===== config.mk =====
export PLATFORM = sky130hd
export DESIGN_NAME = mileage_display_sched_flat
export DESIGN_NICKNAME = d
export VERILOG_FILES = /design/src/rtl/mileage_display_sched_pkg.sv /design/src/rtl/mileage_display_sched_if.sv /design/src/rtl/mileage_display_sched_scan_tick.sv /design/src/rtl/mileage_display_sched.sv /design/src/flat_wrapper.sv
export SDC_FILE = /design/constraint.sdc
export NUM_CORES = 1
export LEC_CHECK = 0
export ABC_CLOCK_PERIOD_IN_PS = 1800
export CAP_MARGIN = 20
export CORE_MARGIN = 5
export CORE_UTILIZATION = 51
export CTS_CLUSTER_DIAMETER = 30
export DETAILED_ROUTE_END_ITERATION = 7
export PLACE_DENSITY_LB_ADDON = 0.25
export SETUP_SLACK_MARGIN = 0.5
export SYNTH_ARGS = -nofsm -noshare
export SYNTH_HDL_FRONTEND = slang
export SYNTH_HIERARCHICAL = 1
export SYNTH_SLANG_ARGS = --single-unit

===== constraint.sdc =====
create_clock -name clk -period 1.8 [get_ports clk]
set_input_delay 0.36 -clock clk [delete_from_list [all_inputs] [get_ports clk]]
set_output_delay 0.36 -clock clk [all_outputs]
set_load 0.01 [all_outputs]

===== src/rtl/mileage_display_sched_pkg.sv =====
// mileage_pkg: shared types and constants for the mileage display scheduler.
//   state_e     - conversion FSM states
//   NDIGITS     - number of displayed BCD digits
//   MAX_MILEAGE - largest displayable record; larger values saturate
//   BCD_W       - width of the packed BCD value
//   bcd_adjust  - double-dabble pre-shift correction (+3 on nibbles >= 5)
package mileage_pkg;

  typedef enum logic [1:0] {StIdle, StLoad, StShift, StCommit} state_e;

  localparam int unsigned NDIGITS     = 8;
  localparam int unsigned DIGIT_W     = 4;
  localparam int unsigned BCD_W       = NDIGITS * DIGIT_W;
  localparam int unsigned MAX_MILEAGE = 99_999_999;

  function automatic logic [BCD_W-1:0] bcd_adjust(input logic [BCD_W-1:0] v);
    logic [BCD_W-1:0] r;
    r = v;
    for (int i = 0; i < NDIGITS; i++) begin
      if (v[i*DIGIT_W +: DIGIT_W] >= 4'd5) begin
        r[i*DIGIT_W +: DIGIT_W] = v[i*DIGIT_W +: DIGIT_W] + 4'd3;
      end
    end
    return r;
  endfunction

endpackage


===== src/rtl/mileage_display_sched_if.sv =====
// mileage_display_sched_if: request/result/display bundle of the scheduler.
//   power_now, record, upd             - driven by the master (vehicle side)
//   busy, done, ovf, bcd,
//   digit_en, digit_val                - driven by the slave (scheduler)
// REC_W must match the REC_W of the scheduler instance it connects to.
interface mileage_display_sched_if #(
  parameter int unsigned REC_W = 27
);
  logic                             power_now;
  logic [REC_W-1:0]                 record;
  logic                             upd;
  logic                             busy;
  logic                             done;
  logic                             ovf;
  logic [mileage_pkg::BCD_W-1:0]    bcd;
  logic [mileage_pkg::NDIGITS-1:0]  digit_en;
  logic [mileage_pkg::DIGIT_W-1:0]  digit_val;

  modport master (
    output power_now, record, upd,
    input  busy, done, ovf, bcd, digit_en, digit_val
  );

  modport slave (
    input  power_now, record, upd,
    output busy, done, ovf, bcd, digit_en, digit_val
  );
endinterface


===== src/rtl/mileage_display_sched_scan_tick.sv =====
// scan_tick: free-running prescaler, counts 0..SCAN_DIV-1 and wraps.
//   clk    - system clock
//   rst    - synchronous active-high reset (counter to 0)
//   o_tick - high for the one cycle in which the counter wraps
module scan_tick #(
  parameter int unsigned SCAN_DIV = 100000
) (
  input  logic clk,
  input  logic rst,
  output logic o_tick
);

  localparam int unsigned CntW = (SCAN_DIV > 1) ? $clog2(SCAN_DIV) : 1;

  logic [CntW-1:0] r_cnt;
  logic            w_wrap;

  assign w_wrap = (r_cnt == CntW'(SCAN_DIV - 1));
  assign o_tick = w_wrap;

  always_ff @(posedge clk) begin
    if (rst) begin
      r_cnt <= '0;
    end else if (w_wrap) begin
      r_cnt <= '0;
    end else begin
      r_cnt <= r_cnt + CntW'(1);
    end
  end

endmodule


===== src/rtl/mileage_display_sched.sv =====
// mileage_display_sched: converts a binary mileage record to 8-digit BCD
// (double dabble, one bit per cycle) and time-multiplexes the committed
// value onto a one-hot digit scan.
//   clk     - system clock, rising edge
//   rst     - synchronous active-high reset
//   io_bus  - slave side of mileage_display_sched_if (power_now, record, upd
//             in; busy, done, ovf, bcd, digit_en, digit_val out)
// Optional feature macro: MILEAGE_LZ_BLANK_EN - blank leading-zero digits
// above the most significant nonzero digit (digit 0 is always shown).
module mileage_display_sched
  import mileage_pkg::*;
#(
  parameter int unsigned SCAN_DIV = 100000,
  parameter int unsigned REC_W    = 27
) (
  input logic                    clk,
  input logic                    rst,
  mileage_display_sched_if.slave io_bus
);

  localparam int unsigned CntW = (REC_W > 1) ? $clog2(REC_W) : 1;
  localparam int unsigned IdxW = $clog2(NDIGITS);

  state_e           r_state;
  logic             r_busy;
  logic             r_done;
  logic             r_ovf;
  logic             r_ovf_pend;
  logic [BCD_W-1:0] r_bcd;
  logic [BCD_W-1:0] r_scr;
  logic [REC_W-1:0] r_bin;
  logic [CntW-1:0]  r_cnt;
  logic [IdxW-1:0]  r_idx;

  logic             w_tick;
  logic [BCD_W-1:0] w_adj;
  logic [63:0]      w_rec_ext;
  logic             w_show;

  scan_tick #(
    .SCAN_DIV (SCAN_DIV)
  ) u_scan_tick (
    .clk    (clk),
    .rst    (rst),
    .o_tick (w_tick)
  );

  assign w_adj     = bcd_adjust(r_scr);
  assign w_rec_ext = 64'(r_bin);

  // Power loss has priority over everything but reset: abort without commit.
  always_ff @(posedge clk) begin
    if (rst) begin
      r_state    <= StIdle;
      r_busy     <= 1'b0;
      r_done     <= 1'b0;
      r_ovf      <= 1'b0;
      r_ovf_pend <= 1'b0;
      r_bcd      <= '0;
      r_scr      <= '0;
      r_bin      <= '0;
      r_cnt      <= '0;
    end else if (!io_bus.power_now) begin
      r_state <= StIdle;
      r_busy  <= 1'b0;
      r_done  <= 1'b0;
    end else begin
      r_done <= 1'b0;
      unique case (r_state)
        StIdle: begin
          if (io_bus.upd) begin
            r_bin   <= io_bus.record;
            r_busy  <= 1'b1;
            r_state <= StLoad;
          end
        end
        StLoad: begin
          r_scr <= '0;
          r_cnt <= '0;
          if (w_rec_ext > 64'(MAX_MILEAGE)) begin
            r_bin      <= REC_W'(MAX_MILEAGE);
            r_ovf_pend <= 1'b1;
          end else begin
            r_ovf_pend <= 1'b0;
          end
          r_state <= StShift;
        end
        StShift: begin
          // Adjust, then shift {scratch, binary} left by one bit.
          r_scr <= {w_adj[BCD_W-2:0], r_bin[REC_W-1]};
          r_bin <= r_bin << 1;
          if (r_cnt == CntW'(REC_W - 1)) begin
            r_busy  <= 1'b0;
            r_state <= StCommit;
          end else begin
            r_cnt <= r_cnt + CntW'(1);
          end
        end
        StCommit: begin
          r_bcd   <= r_scr;
          r_ovf   <= r_ovf_pend;
          r_done  <= 1'b1;
          r_state <= StIdle;
        end
        default: r_state <= StIdle;
      endcase
    end
  end

  always_ff @(posedge clk) begin
    if (rst) begin
      r_idx <= '0;
    end else if (w_tick) begin
      r_idx <= r_idx + IdxW'(1);
    end
  end

`ifdef MILEAGE_LZ_BLANK_EN
  logic [IdxW-1:0] w_msd;

  // Index of the most significant nonzero digit; 0 when the value is zero.
  always_comb begin
    w_msd = '0;
    for (int i = 1; i < NDIGITS; i++) begin
      if (r_bcd[i*DIGIT_W +: DIGIT_W] != '0) begin
        w_msd = IdxW'(i);
      end
    end
  end

  assign w_show = io_bus.power_now && (r_idx <= w_msd);
`else
  assign w_show = io_bus.power_now;
`endif

  assign io_bus.busy      = r_busy;
  assign io_bus.done      = r_done;
  assign io_bus.ovf       = r_ovf;
  assign io_bus.bcd       = r_bcd;
  assign io_bus.digit_en  = w_show ? (NDIGITS'(1) << r_idx) : '0;
  assign io_bus.digit_val = r_bcd[{r_idx, 2'b00} +: DIGIT_W];

endmodule


===== src/flat_wrapper.sv =====
// flat-port wrapper written by rule: the top's interface ports become plain ports
module mileage_display_sched_flat import mileage_pkg::*;
#(
  parameter int unsigned SCAN_DIV = 100000,
  parameter int unsigned REC_W    = 27
)
  (clk, rst, io_bus_power_now, io_bus_record, io_bus_upd, io_bus_busy, io_bus_done, io_bus_ovf, io_bus_bcd, io_bus_digit_en, io_bus_digit_val);
  mileage_display_sched_if #(.REC_W(REC_W)) io_bus_i ();
  input logic clk;
  input logic rst;
  input wire logic [$bits(io_bus_i.power_now)-1:0] io_bus_power_now;
  input wire logic [$bits(io_bus_i.record)-1:0] io_bus_record;
  input wire logic [$bits(io_bus_i.upd)-1:0] io_bus_upd;
  output wire logic [$bits(io_bus_i.busy)-1:0] io_bus_busy;
  output wire logic [$bits(io_bus_i.done)-1:0] io_bus_done;
  output wire logic [$bits(io_bus_i.ovf)-1:0] io_bus_ovf;
  output wire logic [$bits(io_bus_i.bcd)-1:0] io_bus_bcd;
  output wire logic [$bits(io_bus_i.digit_en)-1:0] io_bus_digit_en;
  output wire logic [$bits(io_bus_i.digit_val)-1:0] io_bus_digit_val;
  assign io_bus_i.power_now = io_bus_power_now;
  assign io_bus_i.record = io_bus_record;
  assign io_bus_i.upd = io_bus_upd;
  assign io_bus_busy = io_bus_i.busy;
  assign io_bus_done = io_bus_i.done;
  assign io_bus_ovf = io_bus_i.ovf;
  assign io_bus_bcd = io_bus_i.bcd;
  assign io_bus_digit_en = io_bus_i.digit_en;
  assign io_bus_digit_val = io_bus_i.digit_val;
  mileage_display_sched #(.SCAN_DIV(SCAN_DIV), .REC_W(REC_W)) u_core (.clk(clk), .rst(rst), .io_bus(io_bus_i));
endmodule

==> results.sh, run 1 <==
export IMPL_synthTopCellsByArea="dfxtp_1 (39%), a21oi_1 (8.4%), nand2_1 (6.4%), ha_1 (6.2%), nor2_1 (3.1%)"
export IMPL_worst_endpoint_pin_kind="primary output"
export IMPL_ys_top_cells_by_count="dfxtp_1 (122), nand2_1 (107), a21oi_1 (105)"
export IMPL_synth_most_common_cell="dfxtp_1"
export IMPL_synth_top_cell_area_share_pct=38.9
export IMPL_fp_row_count=40
export IMPL_postSynthCellCount=750
export IMPL_ys_seq_area_share_pct=38.9
export IMPL_cts_sinks=122
export IMPL_grt_repair_worst_endpoint="io_bus_digit_val[3]"
export IMPL_stop_error="[ERROR DPL-0038] Utilization greater than 100%, impossible to legalize"
export IMPL_synth_edf_count=0
export IMPL_cts_buffers=17
export IMPL_synth_nets=812
export IMPL_grt_start_max_net_pins=64
export IMPL_root_buffer="clkbuf_16"
export IMPL_syn_area_sq_mm=0.00628
export IMPL_synth_seq_cells=122
export IMPL_post_dp_hpwl_microns=11600
export IMPL_synthArstFlopShare_pct=0
export IMPL_gp_congestion=0.890
export IMPL_status="stopped before the end"
export IMPL_cts_buffer_depth=2
export IMPL_yosysWarnings=6
export IMPL_lastStage="global routing (5_1_grt)"
export IMPL_die_h_microns=121
export IMPL_dp_slack_ns=-0.307
export IMPL_htree_levels=4
export IMPL_syn_avg_cell_area_sq_um=8.38
export IMPL_io_pins=78
export IMPL_port_buffers=77
export IMPL_synth_cell_types=53
export IMPL_start_util_pct=52.1
export IMPL_die_x_microns=121
export IMPL_yosys_area_top_type="dfxtp_1"
export IMPL_dpl_instance_area_sq_mm=0.00771
export IMPL_synth_main_ff_cell="dfxtp_1"
## timing repair
item / 4_1_cts
cloned: 27
pin swaps: 147
hold buffers: 0
buffers inserted: 55
resized for setup: 590
setup endpoints to repair: 168
## through the flow
step	TNS, ns	cells
2_1_floorplan	0	750
3_3_place_gp	-12.52	1001
3_5_place_dp	-15.95	1001
4_1_cts	-3.79	1115
## kinds of logic after synthesis
| logic type | after synthesis | synth area share [%] |
|---|---|---|
| simple gates | 253 | 19.1 |
| compound gates | 215 | 21.5 |
| flops | 122 | 38.9 |
| buf+inv | 79 | 5.39 |
| fa+ha+maj | 31 | 6.17 |
| xor+xnor | 30 | 4.18 |
| mux | 20 | 4.78 |
==> run 2, diff against run 1 <==
--- a/config.mk
+++ b/config.mk
@@ -5,14 +5,12 @@
 export SDC_FILE = /design/constraint.sdc
 export NUM_CORES = 1
 export LEC_CHECK = 0
-export ABC_CLOCK_PERIOD_IN_PS = 1800
+export ABC_CLOCK_PERIOD_IN_PS = 2300
 export CAP_MARGIN = 20
 export CORE_MARGIN = 5
-export CORE_UTILIZATION = 51
-export CTS_CLUSTER_DIAMETER = 30
+export CORE_UTILIZATION = 40
 export DETAILED_ROUTE_END_ITERATION = 7
-export PLACE_DENSITY_LB_ADDON = 0.25
-export SETUP_SLACK_MARGIN = 0.5
+export PLACE_DENSITY_LB_ADDON = 0.15
 export SYNTH_ARGS = -nofsm -noshare
 export SYNTH_HDL_FRONTEND = slang
 export SYNTH_HIERARCHICAL = 1
==> constraint.sdc (replaced) <==
create_clock -name clk -period 2.3 [get_ports clk]
set_input_delay 0.46 -clock clk [delete_from_list [all_inputs] [get_ports clk]]
set_output_delay 0.46 -clock clk [all_outputs]
set_load 0.01 [all_outputs]
==> results.sh, run 2 <==
export IMPL_synth_most_common_cell="dfxtp_1"
export IMPL_grt_pass1_vias=5310
export IMPL_drt_vias_per_instance=5.43
export IMPL_status="finished clean"
export IMPL_seqCellArea_sq_mm=0.00245
export IMPL_yosys_area_top_type="dfxtp_1"
export IMPL_arrival_ns=1.76
export IMPL_synth_nets=812
export IMPL_post_route_period_util_pct=96.6
export IMPL_synth_cell_types=53
export IMPL_dpl_cell_count=1003
export IMPL_root_buffer="clkbuf_16"
export IMPL_leakagePower_uw=0.00275
export IMPL_cts_sinks=122
export IMPL_port_buffers=77
export IMPL_worstPathMaxFanout=6
export IMPL_tightest_slew_ns=0.514
export IMPL_post_dp_hpwl_microns=11200
export IMPL_clk_pin_slew_worst_paths_ns=0.06
export IMPL_wl_microns=16500
export IMPL_ys_top_cells_by_count="dfxtp_1 (122), nand2_1 (107), a21oi_1 (105)"
export IMPL_dieArea_sq_mm=0.0183
export IMPL_yosysWarnings=6
export IMPL_fin_util_pct=51.4
export IMPL_crit_required_ns=1.84
export IMPL_syn_area_sq_mm=0.00628
export IMPL_grt_pass1_wl_microns=27000
export IMPL_rsz0062_at_grt="no"
export IMPL_worstSetupPathType="reg2out"
export IMPL_area_delta_synth_final_pct=25.3
export IMPL_core_sq_mm=0.0153
export IMPL_drive_gt1_share_pct=9.70
export IMPL_synthTopCellsByArea="dfxtp_1 (39%), a21oi_1 (8.4%), nand2_1 (6.4%), ha_1 (6.2%), nor2_1 (3.1%)"
export IMPL_final_cells=1036
export IMPL_period_needed_ns=2.22
export IMPL_maxCapViolations=0
export IMPL_synthArstFlopShare_pct=0
export IMPL_final_hold_viol_count=0
export IMPL_fmaxAchievable_mhz=450
export IMPL_insertion_delay_ns=0.41
export IMPL_synth_top_cell_area_share_pct=38.9
export IMPL_grt_usage_pct=18.1
export IMPL_hold_path_class="reg2reg"
export IMPL_finalSetupViolCount=0
export IMPL_min_from="u_core/u_scan_tick/r_cnt[0]"
export IMPL_htree_levels=4
export IMPL_maxSlewHeadroom_pct=65.7
export IMPL_fin_area_sq_mm=0.00787
export IMPL_die_h_microns=135
export IMPL_synth_seq_cells=122
export IMPL_dpl_instance_area_sq_mm=0.00730
export IMPL_multi_input_area_sq_mm=0.00350
export IMPL_cp_start_kind="flop"
export IMPL_gp_congestion=0.766
export IMPL_n_fill_cell=1444
export IMPL_layout_common_cells="dfxtp_1 (121), nand2_1 (107), a21oi_1 (105)"
export IMPL_startpoint="u_core/r_idx[0]"
export IMPL_vdd_drop_max_mv=0.503
export IMPL_cts_tree="done"
export IMPL_postSynthCellCount=750
export IMPL_power_density_mw_per_mm2=651
export IMPL_final_nets=874
export IMPL_dr_pass1_iters=6
export IMPL_slew_viol_final=0
export IMPL_final_common_cell="dfxtp_1"
export IMPL_cts_buffer_depth=2
export IMPL_wl_per_cell_microns=15.9
export IMPL_drtAntennaViolNets=0
export IMPL_cp_end_kind="output pin"
export IMPL_ys_seq_area_share_pct=38.9
export IMPL_antenna_found_initial=0
export IMPL_drtIter0Drc=428
export IMPL_diodes=0
export IMPL_vias=5623
export IMPL_die_x_microns=135
export IMPL_drc=0
export IMPL_fin_tns_setup_ns=0
export IMPL_r2r_start="u_core/r_state[0]"
export IMPL_fp_row_count=45
export IMPL_syn_avg_cell_area_sq_um=8.38
export IMPL_synth_edf_count=0
export IMPL_synth_main_ff_cell="dfxtp_1"
export IMPL_grt_start_max_net_pins=55
export IMPL_start_util_pct=41.0
export IMPL_skew_ns=0.00790
export IMPL_cts_buffers=17
export IMPL_grt_ovfl_total=0
export IMPL_io_pins=78
==> run 2: cell counts after synthesis <==
No cell type changed its count.
==> run 2: logic make-up (layout without fill, tap and decap cells) <==
logic type / after synthesis / in the layout / share of synthesized area [%]
AOI/OAI and AO/OA: 215 / 215 / 21.5
xor gates and xnor gates: 30 / 30 / 4.18
adders and majority gates: 31 / 31 / 6.17
buffers and inverters: 79 / 154 / 5.39
DFF: 122 / 122 / 38.9
muxes: 20 / 20 / 4.78
and+or+nand+nor: 253 / 253 / 19.1
==> run 2: layer usage <==
metal  part of all wire [%]  GRT usage (%)  up-vias
li1                       -              -     2787
met1                     44           23.6     2678
met2                     50           30.1      142
met3                    4.7           4.31       16
met4                    1.2           5.04        0
met5                      0              0        -
==> run 2: critical path, cell delays in order (launching register included) <==
cell             delay (ns)
dfxtp_4                0.37
clkbuf_16              0.15
ha_1                   0.15
and3_1                 0.15
clkdlybuf4s50_1        0.53
==> run 2: path summary, 6_finish.rpt <==
kind	endpoint	slack (ns)	cells after the start
setup / recovery	io_bus_digit_en[1]	0.08	4
hold / removal	u_core/u_scan_tick/r_cnt[0]	0.46	1
setup reg to reg	u_core/r_bin[17]	0.28	7
hold reg to reg	u_core/u_scan_tick/r_cnt[0]	0.46	1
==> run 2: stage by stage <==
| stage | power (uW) | setup slack [ns] | hold WS (ns) |
|---|---|---|---|
| 3_3_place_gp | 2620 | 0.0510 | 0.443 |
| 4_1_cts | 5190 | 0.00127 | 0.466 |
| 3_5_place_dp | 2630 | 0.00201 | 0.452 |
| 6_report | 5130 | 0.0789 | 0.460 |
| 5_1_grt | 5340 | 0.00389 | 0.487 |
| 2_1_floorplan | 2490 | 0.298 | 0.430 |
==> run 2: cell type report <==
class / count / area share, %
timing repair buffer: 97 / 12.7
clock inverter: 15 / 1.80
inverter: 25 / 1.19
tap: 211 / 3.35
sequential: 122 / 31.1
clock buffer: 17 / 5.40
multi-input combinational: 549 / 44.5
==> run 2: what timing repair did <==
item                       in CTS  in global routing
gates cloned                    0                  1
gates resized for setup        14                  7
setup buffers                   0                  0
hold buffers                    0                  0
setup endpoints to repair      10                  5
==> run 2: report_power, final <==
part	internal, uW	total [uW]	switching (uW)
logic	160	381	221
clock network	1500	2550	1050
registers	2160	2200	40.5
Power figures use the tool's default switching activity.
